File: config.mk
export PLATFORM = sky130hd
export DESIGN_NAME = demux_1x4_nbits_buf
export DESIGN_NICKNAME = d
export VERILOG_FILES = /design/src/rtl/demux_pkg.sv /design/src/rtl/demux_slot.sv /design/src/rtl/demux_1x4_nbits_buf.sv
export SDC_FILE = /design/constraint.sdc
export NUM_CORES = 1
export LEC_CHECK = 0
export BUFFER_PORTS_ARGS = -buffer_cell sky130_fd_sc_hd__buf_2
export CORE_AREA = 2 2 40 50
export DETAILED_ROUTE_END_ITERATION = 8
export DIE_AREA = 0 0 42 52
export PLACE_DENSITY_LB_ADDON = 0.15
export SLEW_MARGIN = 40
export SYNTH_ARGS = -nofsm -noshare
export SYNTH_HDL_FRONTEND = slang
export SYNTH_SLANG_ARGS = --single-unit
File: constraint.sdc
create_clock -name clk -period 1.5 [get_ports clk]
set_clock_uncertainty 0.15 [all_clocks]
set_input_delay 0.3 -clock clk [delete_from_list [all_inputs] [get_ports clk]]
set_output_delay 0.3 -clock clk [all_outputs]
set_load 0.02 [all_outputs]
File: src/rtl/demux_pkg.sv
// Shared constants for the buffered 1-to-4 demultiplexer.
package demux_pkg;

  localparam int NUM_CH = 4;
  localparam int SEL_W  = 2;
  localparam int CNT_W  = 8;

  typedef logic [SEL_W-1:0] sel_t;

  localparam sel_t CH0 = 2'b00;
  localparam sel_t CH1 = 2'b01;
  localparam sel_t CH2 = 2'b10;
  localparam sel_t CH3 = 2'b11;

endpackage

File: src/rtl/demux_slot.sv
// One-entry output slot: a full flag plus a data register with a
// valid/ready drain side. A write on the same edge as a drain keeps the
// slot full with the new word, giving one word per cycle of throughput.
module demux_slot #(
  parameter int n = 3
) (
  input  logic         clk,
  input  logic         reset,
  input  logic         wr_en,
  input  logic [n-1:0] wr_data,
  input  logic         rd_ready,
  input  logic         flush,
  output logic         full,
  output logic [n-1:0] data
);

  // Occupancy: flush wins, then refill, then drain.
  always_ff @(posedge clk or posedge reset) begin
    if (reset)
      full <= 1'b0;
    else if (flush)
      full <= 1'b0;
    else if (wr_en)
      full <= 1'b1;
    else if (full && rd_ready)
      full <= 1'b0;
  end

  // Data register only changes on an accepted write; it is never cleared by
  // flush or drain, so consumers must qualify it with the full flag.
  always_ff @(posedge clk or posedge reset) begin
    if (reset)
      data <= '0;
    else if (wr_en && !flush)
      data <= wr_data;
  end

endmodule

File: src/rtl/demux_1x4_nbits_buf.sv
// Buffered 1-to-4 demultiplexer for n-bit words. Each channel owns a
// one-entry slot with a valid/ready handshake. Optional per-channel 8-bit
// transfer counters are enabled by defining DEMUX_1X4_COUNT_EN.
module demux_1x4_nbits_buf
  import demux_pkg::*;
#(
  parameter int n = 3
) (
  input  logic         clk,
  input  logic         reset,
  input  logic [n-1:0] w,
  input  logic [1:0]   s,
  input  logic         in_valid,
  output logic         in_ready,
  input  logic         flush,
  output logic [n-1:0] f0,
  output logic [n-1:0] f1,
  output logic [n-1:0] f2,
  output logic [n-1:0] f3,
  output logic         v0,
  output logic         v1,
  output logic         v2,
  output logic         v3,
  input  logic         r0,
  input  logic         r1,
  input  logic         r2,
`ifdef DEMUX_1X4_COUNT_EN
  input  logic         r3,
  output logic [7:0]   c0,
  output logic [7:0]   c1,
  output logic [7:0]   c2,
  output logic [7:0]   c3
`else
  input  logic         r3
`endif
);

  logic [NUM_CH-1:0] full;
  logic [NUM_CH-1:0] rdy;
  logic [NUM_CH-1:0] wr_en;
  logic [n-1:0]      data [NUM_CH];
  logic              accept;

  assign rdy = {r3, r2, r1, r0};

  // Ready depends only on the selected slot: free, or draining this edge.
  assign in_ready = ~flush & (~full[s] | rdy[s]);
  assign accept   = in_valid & in_ready;

  // Select decode: one-hot write enable for the targeted slot.
  always_comb begin
    wr_en = '0;
    case (sel_t'(s))
      CH0:     wr_en[0] = accept;
      CH1:     wr_en[1] = accept;
      CH2:     wr_en[2] = accept;
      CH3:     wr_en[3] = accept;
      default: wr_en    = '0;
    endcase
  end

  for (genvar k = 0; k < NUM_CH; k++) begin : g_slot
    demux_slot #(.n(n)) u_slot (
      .clk      (clk),
      .reset    (reset),
      .wr_en    (wr_en[k]),
      .wr_data  (w),
      .rd_ready (rdy[k]),
      .flush    (flush),
      .full     (full[k]),
      .data     (data[k])
    );
  end

  assign v0 = full[0];
  assign v1 = full[1];
  assign v2 = full[2];
  assign v3 = full[3];
  assign f0 = data[0];
  assign f1 = data[1];
  assign f2 = data[2];
  assign f3 = data[3];

`ifdef DEMUX_1X4_COUNT_EN
  logic [CNT_W-1:0] cnt [NUM_CH];

  // Count output transfers per channel; wraps naturally, flush clears first.
  always_ff @(posedge clk or posedge reset) begin
    if (reset) begin
      for (int k = 0; k < NUM_CH; k++) cnt[k] <= '0;
    end else if (flush) begin
      for (int k = 0; k < NUM_CH; k++) cnt[k] <= '0;
    end else begin
      for (int k = 0; k < NUM_CH; k++)
        if (full[k] && rdy[k]) cnt[k] <= cnt[k] + CNT_W'(1);
    end
  end

  assign c0 = cnt[0];
  assign c1 = cnt[1];
  assign c2 = cnt[2];
  assign c3 = cnt[3];
`endif

endmodule

# == After elaboration in Yosys (flattened, before gate mapping) ==
# Index checks and enable logic that the tools add are counted.
# totals
ff_bits,16
out_inout_bits,17
elab_cells,51
# classes
reduce_logical,14
magnitude_cmp,1
bitwise_logic,5
n_eq_ne,3
n_mux,20
# ops
operator,count
1-bit two-way mux,18
3-bit nonzero test,4
1-bit logical AND,8
1-bit binary-select mux with 2-bit select,2
"2-bit == test, second input constant",2
"2-bit by 3-bit < comparator with 1-bit output, second input constant",1
1-bit bitwise AND,2
"2-bit by 1-bit == test with 1-bit output, second input constant",1
2-bit zero test,1
1-bit NOT,2
1-bit zero test,1
1-bit bitwise OR,1

# == Depth between registers and ports, before layout ==
# Gate-level depths: netlist of run 1.
# depth
depth_word,9
mapped_depth,3

# == Modules after synthesis ==
# A second synthesis of run 1 with hierarchy kept.
# hier_totals
hier_cells,66
area_unflattened_um2,823.3
# by_module_without_submodules
module,cells_per_inst,seq_area_each_um2,instances,area_per_inst_um2
demux_slot,12,100.1,4,177.7
demux_1x4_nbits_buf,18,0.0,1,112.6

# == Worst setup path after synthesis of run 1 ==
# No wires, ideal clock.
# synth_timing
path_type,register to output
from,register g_slot[1].u_slot.full
to,output in_ready
required_ns,1.050
n_path_buf,0
path_slack_ns,0.007
arrival_ns,1.043
path_stages_with_launch,4
path_cell_list,dfrtp_1 -> nand4bb_1 -> o311ai_0 -> a21oi_1
# synth_via
elab_chain_cells,5
# synth_rtl
item,line_no,source
from (decl),demux_slot.sv:13,"output logic full,"
from (signal assigned),demux_slot.sv:20,full <= 1'b0;
from (signal assigned),demux_slot.sv:22,full <= 1'b0;
from (signal assigned),demux_slot.sv:24,full <= 1'b1;
1-bit binary-select mux with 2-bit select,demux_1x4_nbits_buf.sv:47,assign in_ready = ~flush & (~full[s] | rdy[s]);
1-bit two-way mux (not written as such),demux_1x4_nbits_buf.sv:47,
1-bit NOT,demux_1x4_nbits_buf.sv:47,
1-bit bitwise OR,demux_1x4_nbits_buf.sv:47,
1-bit bitwise AND,demux_1x4_nbits_buf.sv:47,
to (decl),demux_1x4_nbits_buf.sv:14,"output logic in_ready,"
# Every way passes these cells. The select of a mux whose other input is x is not followed.

# == Worst setup path after layout of run 1 ==
# Same ends and word-level chain as after synthesis.

==> impl_metrics.yaml, run 1 <==
global_routing:
  grtUsageMet1_pct: 20.04
  grt_use_total_pct: 15.13
  use_met3_pct: 3.472
  grt_pass1_vias: 539
  grtUsageMet2_pct: 23.70
  antenna_found_initial: 0
  grt_pass1_wl_mm: 2.449
  grt_max_degree: 17
  busiest_layer: "met2"
  overflow: 0
timing:
  worst_pin_slew_ps: 229.9
  min_period_ps: 1618
  finalSetupViolCount: 1
  grt_setup_unrepaired: "true"
  finalSetupTns_ps: -117.6
  period_share_pct: 107.8
  relSlewSlack_pct: 84.60
  setup_slack_ps: -117.6
  fmax_mhz: 618.2
  hold_viol: 0
  timing.final.max_slew_violations: 0
floorplanning:
  num_rows: 17
  ioPinCount: 30
  start_util_pct: 39.58
  die_x_um: 42
  dieHeight_um: 52
  die-area_um2: 2184
  core_um2: 1723
critical_path:
  rr_worst_depth: 5
  start_kind: "flop"
  path_buf_inv: 1
  worstSetupPathType: "flop to primary output"
  slowest_stage: "dfrtp_1"
  end_kind: "primary output"
  cp_top_family: "flip-flops"
  rr_startpoint: "g_slot[0].u_slot.full$_DFFE_PP0P_"
  critPathMaxFanout: 3
  slowest_delay_ps: 400
  cp.required_ps: 1050
  path_cells: "nand4bb_1 -> o311ai_2 -> a21oi_1 -> buf_4"
  r2r_slack_ps: 40
  critPathArrivalTime_ps: 1170
  r2r-end: "g_slot[0].u_slot.data[0]$_DFFE_PP0P_"
routing:
  drcViolationCount: 0
  finalWirelength_mm: 1.449
  vias_per_cell: 5.029
  drtIter0Drc: 7
  vias: 518
  postRouteAntennaNets: 0
  drt_pass1_iterations: 3
  wl_per_cell_um: 14.07
clocking:
  htree_levels: 1
  tritoncts: "yes"
  path_clk_slew_ps: 90
  cts_root_buffer: "clkbuf_4"
  clkLatencyLatePin_ps: 280
  cts_max_path_buffers: 2
  cts_buffers: 3
  clock-sinks: 16
outcome:
  violations: "negative setup slack"
  status: "finished, violations left"
synthesis:
  synthCells: 48
  ys_warn_count: 0
  syn_avg_cell_area_um2: 14.21
  synth_fp_nets: 61
  ys_ff_latch: 16
  mappedNetlistArea_um2: 681.9
  ys_seq_area_share_pct: 58.72
  ys_types: 15
finish:
  drive_above_1_share_pct: 60.71
  area_growth_pct: 37.06
  regArea_um2: 400.4
  diodes: 0
  nets: 99
  final_util_pct: 54.25
  fillers: 158
  multiInputGateArea_um2: 296.5
hold_path:
  min_from: "w[0]"
  min_to: "g_slot[2].u_slot.data[0]$_DFFE_PP0P_"
  min_path_cells: 2
  hold_class: "input pin to flop"
placement:
  portBuffers: 29
  gp_congestion: 0.6579
  dp_slack_ps: -10.05
power:
  ir_drop_mv: 0.6559
  finalPower_w: 0.001092
  power.leakage_nw: 0.4693
  powerDensity_nw_per_um2: 1168
run:
  max-cap-violations: 0
-- how the worst max path moves through the flow --
stage,start,to,slack (ps),cells after the start
finish,g_slot[1].u_slot.full$_DFFE_PP0P_,in_ready,-120,4
global route,g_slot[1].u_slot.full$_DFFE_PP0P_,in_ready,-210,4
CTS,g_slot[0].u_slot.full$_DFFE_PP0P_,in_ready,-120,4
detailed placement,r0,in_ready,-10,5
global placement,r0,in_ready,20,5
floorplan,g_slot[1].u_slot.full$_DFFE_PP0P_,in_ready,7,3
-- area by class of cell --
class | instances | share of cell area, %
Sequential cell | 16 | 42.84
Inverter | 2 | 0.8032
Multi-Input combinational cell | 30 | 31.73
Tap cell | 19 | 2.544
Clock buffer | 3 | 2.410
Timing Repair Buffer | 33 | 19.68
-- timing repair --
action | in CTS | in global routing
setup endpoints to repair | 1 | 1
endpoints found under the hold margin | 16 | 0
hold buffers | 1 | 0
setup buffers | 0 | 1
pin swaps | 1 | 1
gates resized for setup | 2 | 6
-- logic make-up (layout without fill, tap and decap cells) --
group | after synthesis | in the layout | synth area share [%]
flip-flops | 16 | 16 | 58.72
multiplexers | 13 | 13 | 21.28
AND/OR/NAND/NOR | 11 | 11 | 13.21
AO/OA/AOI/OAI | 6 | 6 | 5.687
buffers and inverters | 2 | 38 | 1.101
-- state kept, by name, summed over array words and instances, names as in the netlist --
signal,cells
g_slot.u_slot.data,12
g_slot.u_slot.full,4
-- placed cells by master (no fill, tap or decap), drive strengths merged --
cell type,netlist,final
nor2,1,1
and4,1,1
o311ai,1,1
buf,0,32
dlygate4sd3,0,1
o21bai,2,2
mux2i,1,1
clkbuf,0,3
nor2b,1,1
inv,2,2
and3,1,1
nand2b,4,4
nand4b,2,2
nand4bb,1,1
dfrtp,16,16
o21ai,2,2
mux2,12,12
a21oi,1,1
-- per-layer routing --
| metal | vias to the layer above | routed length, um |
|---|---|---|
| met4 | 0 | 19 |
| met5 | - | 0 |
| li1 | 246 | - |
| met2 | 19 | 707 |
| met1 | 251 | 634 |
| met3 | 2 | 87 |
-- power breakdown --
part	leakage, nW	switching, W	total (W)	internal [W]
Combinational	0.257	0.000181	0.000328	0.000147
Sequential	0.199	0.0000395	0.000547	0.000507
Clock	0.0138	0.000124	0.000217	0.0000931
Total	0.469	0.000344	0.00109	0.000747
-- Yosys cell counts, drive strengths merged --
cell     number  area (um^2)
mux2i         1        10.01
o311ai        1        8.760
a21oi         1        5.000
mux2         12        135.1
o21ai         2        10.01
inv           2        7.510
nor2          1        3.750
o21bai        2        15.01
nand4bb       1        11.26
and4          1        11.26
nor2b         1        13.76
dfrtp        16        400.4
and3          1        7.510
nand2b        4        25.02
nand4b        2        17.52
-- through the flow --
step | instance area, um^2 | instances | hold WS (ps)
after global placement | 865.8 | 98 | 161.3
after floorplan | 681.9 | 48 | 63.74
final | 934.6 | 103 | 150.5
after detailed placement | 865.8 | 98 | 166.6
after global routing | 934.6 | 103 | 150.8
after CTS | 900.9 | 102 | 145.2
Note: power is estimated with default switching activity, not from simulation.
==> run 2, diff against run 1 <==
CORE_AREA = 2 2 44 54   (was 2 2 40 50)
DIE_AREA = 0 0 46 56   (was 0 0 42 52)
HOLD_SLACK_MARGIN = 0.02   (was default)
SYNTH_HIERARCHICAL = 1   (was default)
==> run 2 against run 1 <==
The run still ends with negative setup slack left. Hold slack got worse by 12 ps. Largest cell class is now multi-input combinational cells. Setup slack got worse by 180 ps. Die area increased by 18%. First-iteration DRC count decreased by 86%. Power increased by 13%. Wire length increased by 20%. Flip-flop and latch count unchanged. Critical path depth unchanged.
==> impl_metrics.yaml, run 2 <==
global_routing:
  grt_use_total_pct: 14.96
  grt_pass1_vias: 581
  grt_max_degree: 10
  grt_pass1_wl_mm: 2.732
  overflow: 0
  antenna_found_initial: 0
routing:
  vias_per_cell: 4.854
  finalWirelength_mm: 1.733
  vias: 631
  postRouteAntennaNets: 0
  drtIter0Drc: 1
  drt_pass1_iterations: 2
  drcViolationCount: 0
  wl_per_cell_um: 13.33
timing:
  period_share_pct: 119.9
  worst_pin_slew_ps: 266.1
  setup_slack_ps: -299.1
  min_period_ps: 1799
  fmax_mhz: 555.8
  grt_setup_unrepaired: "true"
  hold_viol: 0
  timing.final.max_slew_violations: 0
  relSlewSlack_pct: 82.26
  finalSetupViolCount: 11
clocking:
  tritoncts: "yes"
  clkLatencyLatePin_ps: 290
  path_clk_slew_ps: 90
  cts_buffers: 3
  htree_levels: 1
  cts_max_path_buffers: 2
  cts_root_buffer: "clkbuf_4"
  clock-sinks: 16
synthesis:
  yosys-top-cells-count: "16 x dfrtp_1, 12 x mux2_4, 11 x inv_1"
  ys_types: 16
  synth-adder-area-share_pct: 0
  synth-compound-area-share_pct: 5.775
  synth_top_cell_area_share_pct: 48.63
  ys_seq_area_share_pct: 48.63
  mappedNetlistArea_um2: 823.3
  yosysMostFrequentCell: "dfrtp_1"
  synth_top_family_by_area: "multiplexers"
  synth_fp_nets: 79
  synth-xor-area-share_pct: 0
  ys_ff_latch: 16
  async_flop_share_pct: 100.0
  syn_avg_cell_area_um2: 12.47
  synthCells: 66
  synthSimpleGateAreaFrac_pct: 18.69
  ys.flop_type: "dfrtp_1"
  synth-edff-count: 0
  yosys.area.top_type: "dfrtp_1"
  ys_warn_count: 6
  synth_area_leaders: "dfrtp_1 49%, mux2_4 22%, nor2b_4 6.7%"
  synth_mux_area_share_pct: 21.88
finish:
  largest_reg_flops: 12
  final_util_pct: 59.01
  fillers: 176
  diodes: 0
  reg_top3: "g_slot.u_slot/data x12, g_slot.u_slot/full x4"
  stdcell_count: 130
  area_growth_pct: 45.29
  final_common_cell: "buf_2"
  drive_above_1_share_pct: 61.82
  nets: 124
  postLayoutCellArea_um2: 1196
  regMostFlops: "g_slot.u_slot/data"
  most-common-layout-cells: "27 x buf_2, 13 x dfrtp_1, 12 x mux2_4, 11 x inv_1, 10 x buf_4"
floorplanning:
  num_rows: 18
  die-area_um2: 2576
  ioPinCount: 30
  start_util_pct: 40.62
  dieHeight_um: 56
  die_x_um: 46
  core_um2: 2027
outcome:
  status: "finished, violations left"
  violations: "negative setup slack"
hold_path:
  min_to: "g_slot[0].u_slot/full$_DFFE_PP0P_"
  hold_class: "input pin to flop"
  min_from: "r0"
  min_path_cells: 3
run:
  max-cap-violations: 0
critical_path:
  end_kind: "primary output"
  rr_startpoint: "g_slot[0].u_slot/full$_DFFE_PP0P_"
  r2r_slack_ps: -100
  cp.required_ps: 1050
  worstSetupPathType: "flop to primary output"
  rr_worst_depth: 3
  critPathArrivalTime_ps: 1350
  path_cells: "or4bb_1 -> nand3_2 -> a311oi_4 -> buf_6"
  critPathMaxFanout: 2
  slowest_delay_ps: 400
  start_kind: "flop"
  r2r-end: "g_slot[0].u_slot/data[2]$_DFFE_PP0P_"
  slowest_stage: "or4bb_1"
power:
  power.leakage_nw: 0.5769
  p_int_w: 0.0008555
  switching_power_w: 0.0003823
  comb_power_share_pct: 32.3
  clkPwrFrac_pct: 22.8
  p_sw_share_pct: 30.89
  seq_power_share_pct: 44.9
  ir_drop_mv: 0.6841
  powerDensity_nw_per_um2: 1035
  finalPower_w: 0.001238
placement:
  gp_congestion: 0.7372
  placed_area_um2: 1099
  place_inst: 123
  portBuffers: 29
  hpwl_mm: 1.415
==> run 2: worst max path at each step <==
stage	startpoint	end	slack (ps)	cells past startpoint
2_1_floorplan	g_slot[0].u_slot/full$_DFFE_PP0P_	g_slot[0].u_slot/data[0]$_DFFE_PP0P_	-100	3
3_3_place_gp	s[0]	g_slot[0].u_slot/data[0]$_DFFE_PP0P_	-210	5
3_5_place_dp	s[1]	in_ready	-230	5
4_1_cts	g_slot[1].u_slot/full$_DFFE_PP0P_	in_ready	-310	4
5_1_grt	g_slot[1].u_slot/full$_DFFE_PP0P_	in_ready	-370	4
6_report	g_slot[1].u_slot/full$_DFFE_PP0P_	in_ready	-300	4
==> run 2: what timing repair did <==
action | CTS | global route
resized for setup | 8 | 2
hold buffers | 1 | 0
pin swaps | 2 | 1
endpoints found under the setup margin | 10 | 14
endpoints found under the hold margin | 16 | 0
buffers inserted | 2 | 0
==> run 2: final cells by class <==
class,instances,area [um^2],share of cell area [%]
multi-input cells,39,446.7,37.34
well taps,20,25.02,2.092
clock buffers,4,36.28,3.033
flip-flops and latches,16,404.1,33.79
repair buffers,40,242.7,20.29
inverters,11,41.29,3.452
==> run 2: logic make-up (layout without fill, tap and decap cells) <==
group                  count (synthesis)  count (layout)
multiplexers                          12              12
flip-flops                            16              16
AND/OR/NAND/NOR                       19              19
AO/OA/AOI/OAI                          8               8
buffers and inverters                 11              55
==> run 2: critical path: cells and delay by family, from the launching register on <==
family / cells / cell delay, ps
AND/OR/NAND/NOR: 2 / 510
flip-flops: 1 / 360
buffers and inverters: 1 / 140
AO/OA/AOI/OAI: 1 / 40
==> run 2: power groups by stage <==
stage          combinational (W)  clock, W  sequential [W]
3_3_place_gp            0.000388         0        0.000559
5_1_grt                 0.000428  0.000320        0.000565
4_1_cts                 0.000404  0.000290        0.000556
2_1_floorplan           0.000145         0        0.000658
6_report                0.000400  0.000282        0.000556
3_5_place_dp            0.000394         0        0.000562
==> run 2: stage by stage <==
stage,hold slack (ps),setup TNS [ps],setup slack (ps)
final,138.3,-1117,-299.1
after global routing,142.5,-1808,-369.9
after CTS,130.9,-1268,-312.6
after detailed placement,74.91,-2240,-234.0
after global placement,70.68,-2137,-214.6
after floorplan,-83.99,-574.9,-96.71
==> run 2: metal layers <==
layer  up-vias  global-route usage (%)  part of all wire [%]
li1        314                       -                     -
met4         0                   8.571                   2.0
met1       290                   20.33                    44
met5         -                       0                     0
met3         4                   1.948                   5.3
met2        23                   22.02                    49
==> run 3, diff against run 2 <==
SKIP_LAST_GASP = 1   (was default)
clock period = 2.1 ns   (was 1.5 ns; I/O delays follow)
==> run 3 against run 2 <==
Count of clock-buffer cells in the layout did not move. Core utilization decreased by 7.0 points. Flip-flop and latch count is the same. Largest cell class is now flip-flops and latches. Largest power group unchanged. Die area unchanged. The run now ends clean. Critical endpoint unchanged. Critical path depth stayed put. Sequential power shrank 28%. Sequential share of layout area is 4.2 points higher. Hold slack better by 120 ps. Clock power down 30%. Register-to-register slack better by 390 ps. Power fell by 31%.
==> impl_metrics.yaml, run 3 (synthesized netlist as in run 2, its figures left out) <==
hold_path:
  hold_class: "input pin to flop"
finish:
  regMostFlops: "g_slot.u_slot/data"
  fillers: 183
  postLayoutCellArea_um2: 1055
  drive_above_1_share_pct: 50.00
  largest_reg_flops: 12
  reg_top3: "g_slot.u_slot/data x12, g_slot.u_slot/full x4"
  most-common-layout-cells: "29 x buf_2, 16 x dfrtp_1, 12 x mux2_4, 11 x inv_1, 5 x nand2b_1"
  area_growth_pct: 28.12
  nets: 116
  stdcell_count: 122
  final_common_cell: "buf_2"
  diodes: 0
clocking:
  path_clk_slew_ps: 90
  clock-sinks: 16
  htree_levels: 1
  cts_resized: 0
  clkLatencyLatePin_ps: 280
  cts_buffers: 3
  cts_max_path_buffers: 2
  tritoncts: "yes"
  cts_root_buffer: "clkbuf_4"
critical_path:
  worstSetupPathType: "flop to primary output"
  end_kind: "primary output"
  critPathArrivalTime_ps: 1450
  r2r-end: "g_slot[0].u_slot/data[2]$_DFFE_PP0P_"
  cp_top_family: "simple AND/OR/NAND/NOR gates"
  rr_worst_depth: 3
  endpoint: "in_ready"
  crit_cells: 4
  critPathMaxFanout: 4
  path_cells: "or4bb_1 -> nand3_1 -> a311oi_1 -> buf_2"
  path_buf_inv: 1
  r2r_slack_ps: 290
  cp-startpoint: "g_slot[1].u_slot/full$_DFFE_PP0P_"
  slowest_delay_ps: 480
  slowest_stage: "or4bb_1"
  start_kind: "flop"
  cp.required_ps: 1530
  rr_startpoint: "g_slot[0].u_slot/full$_DFFE_PP0P_"
placement:
  portBuffers: 29
  gp_congestion: 0.6996
  placed_area_um2: 1001
  place_inst: 116
  hpwl_mm: 1.304
timing:
  relSlewSlack_pct: 61.20
  finalSetupTns_ps: 0
  grt_setup_unrepaired: "false"
  timing.final.max_slew_violations: 0
  finalSetupViolCount: 0
  min_period_ps: 2017
  fmax_mhz: 495.8
  hold_viol: 0
  worst_pin_slew_ps: 567.3
  period_share_pct: 96.04
global_routing:
  antenna_found_initial: 0
  grt_pass1_wl_mm: 2.559
  grt_max_degree: 10
  overflow: 0
  grt_use_total_pct: 13.73
  grt_pass1_vias: 579
routing:
  finalWirelength_mm: 1.606
  vias: 609
  wl_per_cell_um: 13.16
  drcViolationCount: 0
  drt_pass1_iterations: 2
  vias_per_cell: 4.992
  drtIter0Drc: 4
  postRouteAntennaNets: 0
floorplanning:
  start_util_pct: 40.62
  die_x_um: 46
  num_rows: 18
  ioPinCount: 30
  core_um2: 2027
  die-area_um2: 2576
  dieHeight_um: 56
run:
  max-cap-violations: 0
power:
  ir_drop_mv: 0.4404
  powerDensity_nw_per_um2: 814.9
  finalPower_w: 0.0008595
  power.leakage_nw: 0.5244
outcome:
  status: "finished, final reports clean"
[run 3: cell types whose count changed in the layout (fill, tap and decap cells not counted), sizes merged]
cell / previous run / this run
buf: 39 / 31
[run 3: final cells by class]
| class | instances | area [um^2] | share of cell area (%) |
|---|---|---|---|
| multi-input cells | 39 | 381.6 | 36.18 |
| repair buffers | 32 | 170.2 | 16.13 |
| flip-flops and latches | 16 | 400.4 | 37.96 |
| well taps | 20 | 25.02 | 2.372 |
| inverters | 11 | 41.29 | 3.915 |
| clock buffers | 4 | 36.28 | 3.440 |
[run 3: worst register-to-register path: stages (launching register included)]
cell and delay [ps]:
dfrtp_1 410, a2111oi_0 530, nor2b_4 310, mux2_4 310
[run 3: worst min path at each step]
stage / start / to / slack (ps) / cells after the start
6_report: r0 / g_slot[0].u_slot/full$_DFFE_PP0P_ / 260 / 3
5_1_grt: r3 / g_slot[3].u_slot/full$_DFFE_PP0P_ / 270 / 3
4_1_cts: r0 / g_slot[0].u_slot/full$_DFFE_PP0P_ / 250 / 3
3_5_place_dp: reset / g_slot[0].u_slot/data[1]$_DFFE_PP0P_ / 200 / 2
3_3_place_gp: reset / g_slot[3].u_slot/data[1]$_DFFE_PP0P_ / 190 / 2
2_1_floorplan: reset / g_slot[0].u_slot/data[0]$_DFFE_PP0P_ / 40 / 1
[run 3: power by group]
part           leakage (nW)  switching [W]  internal, W  total [W]
clock network        0.0210      0.0000917     0.000105   0.000197
logic                 0.301       0.000136     0.000128   0.000264
registers             0.202      0.0000343     0.000364   0.000398
total                 0.524       0.000262     0.000597   0.000860
[run 3: repair_timing]
| item | in CTS | in global routing |
|---|---|---|
| setup endpoints to repair | 0 | 1 |
| hold buffers | 1 | 0 |
| buffers inserted | 0 | 1 |
| endpoints found under the hold margin | 16 | 0 |
[run 3: layer usage]
metal | vias to the layer above | GRT usage, % | part of all wire (%) | routed length [um]
met5 | - | 0 | 0 | 0
met4 | 0 | 7.347 | 0.62 | 10
met3 | 2 | 2.922 | 5.4 | 87
met2 | 19 | 21.03 | 51 | 814
met1 | 293 | 17.36 | 43 | 693
li1 | 295 | - | - | -
[run 3: per-stage QoR]
step | utilization (%) | hold slack (ps) | setup WS [ps]
3_5_place_dp | 49.38 | 198.3 | -15.01
4_1_cts | 51.67 | 252.3 | 48.00
6_report | 52.04 | 261.4 | 83.06
5_1_grt | 52.04 | 267.4 | 15.35
3_3_place_gp | 49.38 | 190.3 | 37.45
2_1_floorplan | - | 36.08 | 207.1
